**src/rtl/i2s_serializer_if.sv**
```systemverilog
// ---------------------------------------------------------------------------
// i2s_serializer_if
//   Sample-pair handoff between the equalizer datapath and the I2S transmit
//   serializer.
//
//   Handshake: the master presents lft_in/rht_in with vld; the slave raises
//   rdy while it can take a pair. A pair transfers on every rising clk edge
//   where vld & rdy are both 1. The master keeps vld and the data stable
//   until that edge. rdy does not depend on vld.
//
//   Signals:
//     lft_in  [DATA_W] left sample, signed
//     rht_in  [DATA_W] right sample, signed
//     vld     pair valid (master -> slave)
//     rdy     slave can accept a pair (slave -> master)
// ---------------------------------------------------------------------------
interface i2s_serializer_if #(
    parameter int DATA_W = 24
);
    logic [DATA_W-1:0] lft_in;
    logic [DATA_W-1:0] rht_in;
    logic              vld;
    logic              rdy;

    modport master (output lft_in, output rht_in, output vld, input rdy);
    modport slave  (input lft_in, input rht_in, input vld, output rdy);
endinterface

```
**src/rtl/i2s_serializer.sv**
```systemverilog
// ---------------------------------------------------------------------------
// i2s_serializer
//   Transmit half of the codec audio path. Takes left/right sample pairs
//   through a one-pair holding buffer and shifts them out MSB first on SDin
//   in standard I2S framing (MSB one SCLK after each LRCLK edge), slaved to
//   the external LRCLK / SCLK-fall strobe.
//
//   Ports:
//     clk        system clock, rising edge
//     RST_n      synchronous active-low reset
//     sclk_fall  one-clk strobe in the cycle before each SCLK falling edge
//     LRCLK      frame clock level (0 = left slot, 1 = right slot)
//     smp        sample-pair handoff (slave side: lft_in, rht_in, vld, rdy)
//     SDin       registered serial data to the codec
//     undrn      one-clk pulse: left slot started with no pair buffered
//     fr_err     one-clk pulse: slot ended before all DATA_W bits were sent
//     dbg_state  current FSM state (SYNC=0, LEFT=1, RIGHT=2)
//
//   Build option I2S_TX_UNDERRUN_ZERO_EN:
//     defined   - an underrun frame transmits zeros on both channels
//     undefined - an underrun frame repeats the last transmitted pair
// ---------------------------------------------------------------------------
module i2s_serializer #(
    parameter int DATA_W = 24
) (
    input  logic              clk,
    input  logic              RST_n,
    input  logic              sclk_fall,
    input  logic              LRCLK,
    i2s_serializer_if.slave   smp,
    output logic              SDin,
    output logic              undrn,
    output logic              fr_err,
    output logic [1:0]        dbg_state
);

    localparam int                CNT_W   = $clog2(DATA_W + 1);
    localparam logic [CNT_W-1:0]  BIT_MAX = CNT_W'(DATA_W);

    typedef enum logic [1:0] {
        ST_SYNC  = 2'd0,
        ST_LEFT  = 2'd1,
        ST_RIGHT = 2'd2
    } state_t;

    state_t            state, state_next;
    logic              lr_q;
    logic              full;
    logic [DATA_W-1:0] lft_buf, rht_buf;
    logic [DATA_W-1:0] shift_reg;
    logic [DATA_W-1:0] rht_hold;
    logic [CNT_W-1:0]  bit_cnt;
`ifndef I2S_TX_UNDERRUN_ZERO_EN
    logic [DATA_W-1:0] last_lft, last_rht;
`endif

    logic              slot_chg;
    logic              left_load, right_load;
    logic              accept;
    logic [DATA_W-1:0] load_word;
    logic [DATA_W-1:0] hold_next;
    logic              undrn_next, fr_err_next;

    assign smp.rdy   = ~full;
    assign accept    = smp.vld & ~full;
    assign dbg_state = state;

    always_ff @(posedge clk) begin
        if (!RST_n) state <= ST_SYNC;
        else        state <= state_next;
    end

    // Next state, slot-load decisions and the word to load.
    always_comb begin
        state_next  = state;
        left_load   = 1'b0;
        right_load  = 1'b0;
        load_word   = rht_hold;
        hold_next   = rht_hold;
        // lr_q still holds the LRCLK level seen at the previous SCLK fall.
        slot_chg    = sclk_fall && (LRCLK != lr_q);

        unique case (state)
            ST_SYNC: begin
                // Only a falling LRCLK edge marks a frame start; wait for it.
                if (slot_chg && !LRCLK) begin
                    state_next = ST_LEFT;
                    left_load  = 1'b1;
                end
            end
            ST_LEFT: begin
                if (slot_chg && LRCLK) begin
                    state_next = ST_RIGHT;
                    right_load = 1'b1;
                end
            end
            ST_RIGHT: begin
                if (slot_chg && !LRCLK) begin
                    state_next = ST_LEFT;
                    left_load  = 1'b1;
                end
            end
            default: state_next = ST_SYNC;
        endcase

        if (left_load) begin
            if (full) begin
                load_word = lft_buf;
                hold_next = rht_buf;
            end else begin
`ifdef I2S_TX_UNDERRUN_ZERO_EN
                load_word = '0;
                hold_next = '0;
`else
                load_word = last_lft;
                hold_next = last_rht;
`endif
            end
        end

        undrn_next  = left_load && !full;
        // The first load out of SYNC has no previous word to cut short.
        fr_err_next = (left_load || right_load) && (state != ST_SYNC) &&
                      (bit_cnt < BIT_MAX);
    end

    always_ff @(posedge clk) begin
        if (!RST_n) begin
            lr_q      <= 1'b1;
            full      <= 1'b0;
            lft_buf   <= '0;
            rht_buf   <= '0;
            shift_reg <= '0;
            rht_hold  <= '0;
            bit_cnt   <= '0;
            SDin      <= 1'b0;
            undrn     <= 1'b0;
            fr_err    <= 1'b0;
`ifndef I2S_TX_UNDERRUN_ZERO_EN
            last_lft  <= '0;
            last_rht  <= '0;
`endif
        end else begin
            undrn  <= undrn_next;
            fr_err <= fr_err_next;

            if (sclk_fall) lr_q <= LRCLK;

            // accept implies !full, so it never collides with the left-slot
            // drain; a pair arriving on an underrun slot start is kept for
            // the next frame.
            if (accept) begin
                full    <= 1'b1;
                lft_buf <= smp.lft_in;
                rht_buf <= smp.rht_in;
            end else if (left_load && full) begin
                full    <= 1'b0;
            end

            if (left_load) rht_hold <= hold_next;

`ifndef I2S_TX_UNDERRUN_ZERO_EN
            if (left_load && full) begin
                last_lft <= lft_buf;
                last_rht <= rht_buf;
            end
`endif

            if (left_load || right_load) begin
                // MSB goes straight out on the slot-start SCLK fall.
                SDin      <= load_word[DATA_W-1];
                shift_reg <= load_word << 1;
                bit_cnt   <= CNT_W'(1);
            end else if (sclk_fall && state != ST_SYNC) begin
                if (bit_cnt < BIT_MAX) begin
                    SDin      <= shift_reg[DATA_W-1];
                    shift_reg <= shift_reg << 1;
                    bit_cnt   <= bit_cnt + CNT_W'(1);
                end else begin
                    SDin      <= 1'b0;
                end
            end
        end
    end

endmodule

```
**src/flat_wrapper.sv**
```systemverilog
// flat-port wrapper written by rule: the top's interface ports become plain ports
module i2s_serializer_flat 
#(
    parameter int DATA_W = 24
)
  (clk, RST_n, sclk_fall, LRCLK, SDin, undrn, fr_err, dbg_state, smp_lft_in, smp_rht_in, smp_vld, smp_rdy);
  i2s_serializer_if #(.DATA_W(DATA_W)) smp_i ();
  input  logic clk;
  input  logic RST_n;
  input  logic sclk_fall;
  input  logic LRCLK;
  output logic SDin;
  output logic undrn;
  output logic fr_err;
  output logic [1:0] dbg_state;
  input wire logic [$bits(smp_i.lft_in)-1:0] smp_lft_in;
  input wire logic [$bits(smp_i.rht_in)-1:0] smp_rht_in;
  input wire logic [$bits(smp_i.vld)-1:0] smp_vld;
  output wire logic [$bits(smp_i.rdy)-1:0] smp_rdy;
  assign smp_i.lft_in = smp_lft_in;
  assign smp_i.rht_in = smp_rht_in;
  assign smp_i.vld = smp_vld;
  assign smp_rdy = smp_i.rdy;
  i2s_serializer #(.DATA_W(DATA_W)) u_core (.clk(clk), .RST_n(RST_n), .sclk_fall(sclk_fall), .LRCLK(LRCLK), .smp(smp_i), .SDin(SDin), .undrn(undrn), .fr_err(fr_err), .dbg_state(dbg_state));
endmodule
```
**config.mk**
```make
export PLATFORM = sky130hd
export DESIGN_NAME = i2s_serializer_flat
export DESIGN_NICKNAME = d
export VERILOG_FILES = /design/src/rtl/i2s_serializer_if.sv /design/src/rtl/i2s_serializer.sv /design/src/flat_wrapper.sv
export SDC_FILE = /design/constraint.sdc
export NUM_CORES = 1
export LEC_CHECK = 0
export CAP_MARGIN = 5
export CELL_PAD_IN_SITES_DETAIL_PLACEMENT = 1
export CELL_PAD_IN_SITES_GLOBAL_PLACEMENT = 2
export CORE_MARGIN = 2
export CORE_UTILIZATION = 37
export DETAILED_ROUTE_END_ITERATION = 16
export PLACE_DENSITY_LB_ADDON = 0.1
export SLEW_MARGIN = 20
export SYNTH_ARGS = -nofsm -noshare
export SYNTH_HDL_FRONTEND = slang
export SYNTH_SLANG_ARGS = --single-unit
```
**constraint.sdc**
```tcl
create_clock -name clk -period 4.2 [get_ports clk]
set_input_delay 0.42 -clock clk [delete_from_list [all_inputs] [get_ports clk]]
set_output_delay 0.42 -clock clk [all_outputs]
set_load 0.01 [all_outputs]
```
==> results.tsv, run 1 <==
metric	value	unit
drt-pass1-iter-count	4	
drtIter0Drc	198	
start_kind	input pin	
crit_cells	7	
fp.dieH	136	µm
hold_buffers	0	
path_max_fanout	31	
clk_pin_slew	0.06	ns
r2r-end	u_core.shift_reg[23]	
yosys.cell_types.count	46	
rows	48	
post-route-min-period	2.30	ns
relSlewSlack	0.489	
cts_buffer_depth	2	
required	4.48	ns
drive_above_1_share	0.0820	
min_to	u_core.last_lft[5]	
setup_violations	0	
viasPerCell	5.22	
tns	0	ns
cp_slowest_cell	clkdlybuf4s50_1	
hold_viol	0	
hp-class	register to register	
core-area	0.0171	mm²
rr_worst_depth	5	
slew_violations	0	
fp.dieArea	0.0184	mm²
holdWs	0.454	ns
final_common_cell	nand2_1	
r2r_start	u_core.full	
cpPeakStageDelay	0.66	ns
route.detailed.drc	0	
cellLeakagePower	2.84	nW
gr-usage-all-layers	0.195	
ys_ff_latch	155	
async_reset_ff_frac	0	
crit_type	input pin to register	
synth_edf_count	0	
synth_flop_cell	dfxtp_1	
ys_seq_area_frac	0.483	
nNetsFinal	834	
start_util	0.375	
final_cell_mix	200 x nand2_1, 154 x dfxtp_1, 110 x a21oi_1, 58 x clkdlybuf4s50_1, 40 x a211oi_1	
tightest_slew	0.766	ns
cp_top_family	buffers and inverters	
critical_path.most_common_cell	buf_4	
regToRegSetupSlack	2.01	ns
min-delay-start	u_core.last_lft[5]	
ant_nets	0	
die_width	136	µm
diodes	0	
hold_depth	2	
routedWlPerCell	16.7	µm
crit_chain	clkdlybuf4s50_1, nand4bb_1, buf_4, o21ai_2, buf_4, o21ai_1, o22ai_1	
io_pins	59	
grt_max_degree	80	
grt_pass1_vias	5399	
drt-total-wl	17000	µm
cts_sinks	155	
dp_cells	986	
syn_area	0.00642	mm²
htree_num_levels	4	
synth_area_leaders	dfxtp_1 48%, nand2_1 12%, a21oi_1 8.6%	
antenna_found_initial	0	
numPortBuffers	58	
gp_congestion	0.750	
grt_pass1_wl	28000	µm
yosysTopAreaCell	dfxtp_1	
crit_buf_inv	3	
fmax	0.434	GHz
grt_overflow	0	
vias	5312	
clk-insertion-delay-late	0.42	ns
fillCellCount	1974	
power_density	470	mW/mm²
area_growth	20.7	%
critPathArrivalTime	2.58	ns
cap_violations	0	
startpoint	sclk_fall	
end_kind	register	
instances_no_fill	1018	
rsz0062_at_grt	no	
root_buffer	clkbuf_16	
cts_inserted_buffers	17	
syn_nets	805	
vdd_drop_max	288	µV
synth.avg_cell_area	8.55	µm²
syn_inst	751	
ys_warn_count	0	
postCtsSetupRepairBufs	0	
cts-resized-gates	0	
tritoncts	done	
post-synth-top-area-fraction	0.483	
skew	0.00637	ns
outcome	completed	
dp_hpwl	10700	µm
min_period_over_period	0.548	
cell families (layout without fill, tap and decap cells):
kind of cell	after synthesis	in the layout	share of synthesized area
mux	48	48	0.0811
buf+inv	63	105	0.0511
compound gates	210	210	0.202
fa+ha+maj	1	1	0.00195
xor+xnor	3	3	0.00409
simple gates	271	271	0.177
flops	155	155	0.483
power by group:
group          internal [mW]  switching [mW]
combinational          0.154           0.196
sequential              1.54          0.0527
clock                   1.08           0.629
total                   2.77           0.877
cell type report:
class	count	area, µm²	area share
clock buffers	19	443	0.0571
clock inverters	13	213	0.0274
inverters	4	16.3	0.00210
multi-input cells	533	3000	0.387
flip-flops and latches	155	3100	0.400
well taps	225	282	0.0363
repair buffers	69	696	0.0897
worst min-delay path, stage by stage (launching register included):
cell	delay (ns)
dfxtp_1	0.31
nand2_1	0.05
a21oi_1	0.05
stage by stage:
stage	setup slack (ns)	power [mW]	cell area [µm²]	util
3_5_place_dp	1.46	1.97	7100	0.415
3_3_place_gp	1.46	1.96	7070	0.413
5_1_grt	1.65	3.79	7750	0.453
2_1_floorplan	2.61	1.84	6420	-
6_report	1.90	3.65	7750	0.453
4_1_cts	1.91	3.70	7750	0.453
synthesized netlist by cell type (2+ instances only):
cell type  count
a21oi_1      110
nor2b_1       15
o211a_1       13
buf_2         19
xor2_1         2
mux2_4         6
and2_1         2
o21ai_0       19
mux2i_1       34
buf_4         12
nor2_1        37
clkbuf_1      25
and3_1         3
nand2_1      200
dfxtp_1      155
buf_6          3
inv_1          3
nand3_1        3
a211oi_1      40
nand4b_1       2
o21ai_1        2
a22oi_1        8
nor3_1         2
o22ai_1        7
mux2_2         8
routing by layer:
| layer | wire (µm) | track usage | share of wire | vias up |
|---|---|---|---|---|
| li1 | - | - | - | 2641 |
| met1 | 8510 | 0.264 | 0.50 | 2591 |
| met2 | 7770 | 0.315 | 0.46 | 68 |
| met3 | 548 | 0.0449 | 0.032 | 12 |
| met4 | 185 | 0.0480 | 0.011 | 0 |
| met5 | 0 | 0 | 0 | - |
worst max path at each step:
stage	endpoint	slack, ns
after floorplan	u_core.shift_reg[10]	2.61
after global placement	u_core.last_rht[19]	1.46
after detailed placement	u_core.last_rht[13]	1.46
after CTS	u_core.last_rht[6]	1.91
after global routing	u_core.shift_reg[17]	1.65
final	u_core.shift_reg[21]	1.90
No activity file was read; power rests on OpenSTA's default activity.
==> run 2: changes to the inputs <==
- CORE_UTILIZATION: 37 -> 31
- clock period: 4.2 -> 2.1 ns (I/O delays scaled with it)
==> results.tsv, run 2 (same netlist as run 1, synthesis figures left out) <==
metric	value	unit	change
start_kind	register		
htree_num_levels	4		unchanged
regToRegSetupSlack	0.20	ns	-1.81 ns
gp_congestion	0.744		-0.87%
final_cell_mix	200 x nand2_1, 154 x dfxtp_1, 110 x a21oi_1, 58 x clkdlybuf4s50_1, 40 x a211oi_1		
final_common_cell	nand2_1		
postCtsSetupRepairBufs	0		unchanged
min_to	u_core.lft_buf[9]		
power_density	874	mW/mm²	+86%
cts_inserted_buffers	17		unchanged
skew	0.0108	ns	+0.00441 ns
hold_buffers	0		unchanged
min-delay-start	smp_lft_in[9]		
grt_pass1_vias	5536		+2.5%
dp_cells	1047		+6.2%
gr-usage-all-layers	0.167		-0.0275
place_area	0.00736	mm²	+3.8%
setup_violations	0		unchanged
grt_overflow	0		unchanged
r2r_start	u_core.dbg_state[0]		
p_seq_frac	0.458		+0.022
fillCellCount	2393		+21%
root_buffer	clkbuf_16		
crit_type	register to primary output		
p_clk_frac	0.434		-0.034
pwr-share-comb	0.108		+0.012
antenna_found_initial	0		unchanged
numPortBuffers	58		unchanged
grt_pass1_wl	29000	µm	+3.5%
rows	52		+8.3%
fp.dieArea	0.0219	mm²	+19%
dp_slack	0.0113	ns	-1.45 ns
start_util	0.316		-0.0588
slew_violations	0		unchanged
grt_max_degree	52		-35%
hold_viol	0		unchanged
hp-class	input pin to register		
vdd_drop_max	492	µV	+71%
critPathArrivalTime	1.74	ns	-0.84 ns
fmax	0.512	GHz	
drt-total-wl	17500	µm	+2.9%
drive_above_1_share	0.100		+0.0182
post-route-min-period	1.95	ns	
cellLeakagePower	2.92	nW	+2.7%
fp.dieH	148	µm	+9.0%
cts_buffer_depth	2		unchanged
dp_hpwl	11800	µm	+11%
design_area	0.00794	mm²	+2.5%
drtIter0Drc	255		+29%
holdWs	0.336	ns	-0.118 ns
required	1.89	ns	-2.59 ns
end_kind	primary output		
path_max_fanout	12		-61%
outcome	completed		
core-area	0.0203	mm²	+19%
relSlewSlack	0.532		+0.0429
die_width	148	µm	+9.0%
io_pins	59		unchanged
cts-resized-gates	0		unchanged
cap_violations	0		unchanged
switching_share	0.254		+0.0135
clk-insertion-delay-late	0.42	ns	about the same
min_period_over_period	0.929		
clk_pin_slew	0.06	ns	about the same
nNetsFinal	850		+1.9%
drt-pass1-iter-count	4		unchanged
power_switching	1.76	mW	+100%
vias	5331		+0.36%
viasPerCell	4.94		-5.3%
rsz0062_at_grt	no		
routedWlPerCell	16.2	µm	-2.9%
cts_sinks	155		unchanged
tritoncts	done		
route.detailed.drc	0		unchanged
area_growth	23.7	%	
r2r-end	u_core.shift_reg[19]		
ant_nets	0		unchanged
p_int	5.18	mW	+87%
tightest_slew	0.702	ns	-0.0644 ns
instances_no_fill	1079		+6.0%
finalWorstSetupSlack	0.148	ns	-1.75 ns
tns	0	ns	unchanged
rr_worst_depth	5		unchanged
diodes	0		unchanged
hold_depth	3		+1
run 2: cell count changes in the layout (fill, tap and decap cells not counted), sizes merged:
cell      delta
buf         +16
bufinv       -3
clkbuf       -1
clkinv       +6
clkinvlp     -1
inv          -1
run 2: critical path: stages, from the launching register on:
cell and delay (ns):
dfxtp_2 0.60, inv_1 0.20, clkdlybuf4s50_1 0.53
run 2: worst max path at each step:
stage | start | end | slack, ns
after floorplan | u_core.dbg_state[0] | u_core.shift_reg[10] | 0.51
after global placement | sclk_fall | u_core.shift_reg[22] | 0.09
after detailed placement | sclk_fall | u_core.shift_reg[18] | 0.01
after CTS | u_core.full | smp_rdy | 0.11
after global routing | u_core.dbg_state[0] | u_core.shift_reg[19] | 0.03
final | u_core.full | smp_rdy | 0.15
run 2: through the flow:
step | power, mW | utilization
after floorplan | 3.68 | -
after global placement | 3.98 | 0.363
after detailed placement | 4.01 | 0.363
after CTS | 7.05 | 0.391
after global routing | 7.28 | 0.391
final | 6.94 | 0.391
run 2: cell type report:
type	count	area, µm²	area share
inverters	4	16.3	0.00205
clock buffers	18	429	0.0540
multi-input cells	533	3000	0.378
flip-flops and latches	155	3100	0.391
repair buffers	85	908	0.114
clock inverters	14	148	0.0186
well taps	270	338	0.0425
run 2: layer usage:
| metal | GRT usage | routed length (µm) | vias to the layer above |
|---|---|---|---|
| met5 | 0 | 0 | - |
| met4 | 0.0429 | 180 | 0 |
| li1 | - | - | 2686 |
| met2 | 0.267 | 7790 | 97 |
| met1 | 0.229 | 8900 | 2533 |
| met3 | 0.0386 | 649 | 15 |
run 2: power groups by stage:
| stage | combinational, mW | clock (mW) | sequential, mW |
|---|---|---|---|
| 6_report | 0.749 | 3.01 | 3.18 |
| 5_1_grt | 0.832 | 3.25 | 3.20 |
| 4_1_cts | 0.764 | 3.10 | 3.18 |
| 3_5_place_dp | 0.760 | 0 | 3.25 |
| 3_3_place_gp | 0.740 | 0 | 3.24 |
| 2_1_floorplan | 0.483 | 0 | 3.20 |
==> run 3: changes to the inputs <==
--- a/config.mk
+++ b/config.mk
@@ -11,6 +11,8 @@
 export CORE_MARGIN = 2
 export CORE_UTILIZATION = 31
+export CTS_CLUSTER_SIZE = 8
 export DETAILED_ROUTE_END_ITERATION = 16
 export PLACE_DENSITY_LB_ADDON = 0.1
+export SKIP_LAST_GASP = 1
 export SLEW_MARGIN = 20
 export SYNTH_ARGS = -nofsm -noshare
==> constraint.sdc (replaced) <==
create_clock -name clk -period 2.1 [get_ports clk]
set_input_delay 0.21 -clock clk [delete_from_list [all_inputs] [get_ports clk]]
set_output_delay 0.21 -clock clk [all_outputs]
set_load 0.1 [all_outputs]
==> results.tsv, run 3 (same netlist as run 1, synthesis figures left out) <==
metric	value	unit	change
clk-insertion-delay-late	0.43	ns	about the same
tightest_slew	0.660	ns	-0.0415 ns
post-route-util	0.391		about the same
crit_type	register to register		
start_util	0.316		unchanged
numPortBuffers	58		unchanged
start_kind	register		
slew_violations	0		unchanged
p_seq_frac	0.434		-0.024
hold_buffers	0		unchanged
p_clk_frac	0.460		+0.026
cpPeakStageDelay	0.46	ns	-0.14 ns
core-area	0.0203	mm²	unchanged
outcome	completed		
cts_inserted_buffers	17		unchanged
cts_sinks	155		unchanged
route.detailed.drc	0		unchanged
design_area	0.00794	mm²	about the same
diodes	0		unchanged
fp.dieH	148	µm	unchanged
min_period_over_period	0.896		-0.0333
regToRegSetupSlack	0.22	ns	+0.02 ns
cts_buffer_depth	2		unchanged
tritoncts	done		
grt_max_degree	95		+83%
final_common_cell	nand2_1		
cp_slowest_cell	dfxtp_2		
rr_worst_depth	6		+1
drive_above_1_share	0.103		+0.00298
dp_hpwl	11300	µm	-4.6%
crit_chain	nand4bb_1, buf_12, o21ai_2, buf_4, o21ai_1, o22ai_1		
tns	0	ns	unchanged
p_int	5.55	mW	+7.2%
die_width	148	µm	unchanged
skew	0.00921	ns	-0.00157 ns
vias	5281		-0.94%
min-delay-start	smp_lft_in[20]		
antenna_found_initial	0		unchanged
drt-pass1-iter-count	4		unchanged
grt_pass1_wl	28300	µm	-2.1%
gr-usage-all-layers	0.163		-0.00381
setup_violations	0		unchanged
path_max_fanout	19		+7
cap_violations	0		unchanged
viasPerCell	4.91		-0.57%
io_pins	59		unchanged
rows	52		unchanged
nNetsFinal	846		-0.47%
htree_num_levels	4		unchanged
cts-resized-gates	0		unchanged
power	7.33	mW	+5.6%
relSlewSlack	0.560		+0.0276
min_to	u_core.lft_buf[20]		
root_buffer	clkbuf_16		
cellLeakagePower	2.92	nW	about the same
ant_nets	0		unchanged
fillCellCount	2380		-0.54%
drt-total-wl	17200	µm	-1.6%
postCtsSetupRepairBufs	0		unchanged
pwr-share-comb	0.106		-0.002
r2r_start	u_core.dbg_state[0]		
critPathArrivalTime	2.16	ns	+0.42 ns
hp-class	input pin to register		
power_switching	1.78	mW	+0.95%
drtIter0Drc	242		-5.1%
rsz0062_at_grt	no		
fp.dieArea	0.0219	mm²	unchanged
gp_congestion	0.789		+6.1%
vdd_drop_max	533	µV	+8.3%
fmax	0.531	GHz	+3.7%
clk_pin_slew	0.07	ns	about the same
holdWs	0.328	ns	-0.00837 ns
hold_viol	0		unchanged
power_density	923	mW/mm²	+5.6%
startpoint	u_core.dbg_state[0]		
routedWlPerCell	16.0	µm	-1.2%
final_cell_mix	200 x nand2_1, 152 x dfxtp_1, 110 x a21oi_1, 52 x clkdlybuf4s50_1, 40 x a211oi_1		
post-route-min-period	1.88	ns	-0.0700 ns
hold_depth	3		unchanged
end_kind	register		
r2r-end	u_core.shift_reg[21]		
grt_pass1_vias	5306		-4.2%
grt_overflow	0		unchanged
switching_share	0.243		-0.0112
area_growth	23.7	%	about the same
required	2.38	ns	+0.49 ns
place_area	0.00730	mm²	-0.92%
==> run 3: cell types whose count changed in the layout (fill, tap and decap cells not counted), moves of 3 or more <==
cell / delta
clkinvlp_4: +3
clkinv_4: -4
clkinv_2: -3
bufinv_16: +3
buf_4: +4
clkdlybuf4s50_1: -6
==> run 3: metrics by stage <==
stage	std cells	setup slack, ns
after floorplan	751	0.148
after global placement	1043	0.0784
after detailed placement	1043	-0.0228
after CTS	1075	0.234
after global routing	1075	0.107
final	1075	0.218
==> run 3: how the worst max path moves through the flow <==
| stage | end | slack, ns | cells after the start |
|---|---|---|---|
| after detailed placement | u_core.shift_reg[21] | -0.02 | 7 |
| after floorplan | u_core.shift_reg[10] | 0.15 | 6 |
| after global placement | u_core.shift_reg[18] | 0.08 | 7 |
| final | u_core.shift_reg[21] | 0.22 | 6 |
| after global routing | u_core.shift_reg[15] | 0.11 | 6 |
| after CTS | u_core.shift_reg[21] | 0.23 | 6 |
==> run 3: worst max-delay path: cells and delay by family, from the launching register on <==
kind                   cells  cell delay [ns]
AOI/OAI and AO/OA          3             0.68
buffers and inverters      2             0.37
DFF                        1             0.46
and+or+nand+nor            1             0.22
==> run 3: power by group through the flow <==
stage	Sequential [mW]	Clock, mW	Combinational, mW
2_1_floorplan	3.23	0	0.493
3_5_place_dp	3.25	0	0.787
5_1_grt	3.20	3.59	0.857
4_1_cts	3.18	3.45	0.791
6_report	3.18	3.38	0.775
3_3_place_gp	3.24	0	0.770
==> run 3: area by class of cell <==
type                       instances  area, µm²  area share
clock inverter                    11        193      0.0243
sequential                       155       3110       0.391
clock buffer                      21        450      0.0567
tap                              270        338      0.0425
multi-input combinational        533       3000       0.378
inverter                           4       16.3     0.00205
timing repair buffer              81        838       0.106
==> run 3: per-layer routing <==
metal,up-vias,global-route usage,part of all wire
met5,-,0,0
met4,0,0.0543,0.014
met3,17,0.0284,0.029
met2,73,0.254,0.44
met1,2519,0.231,0.52
li1,2672,-,-
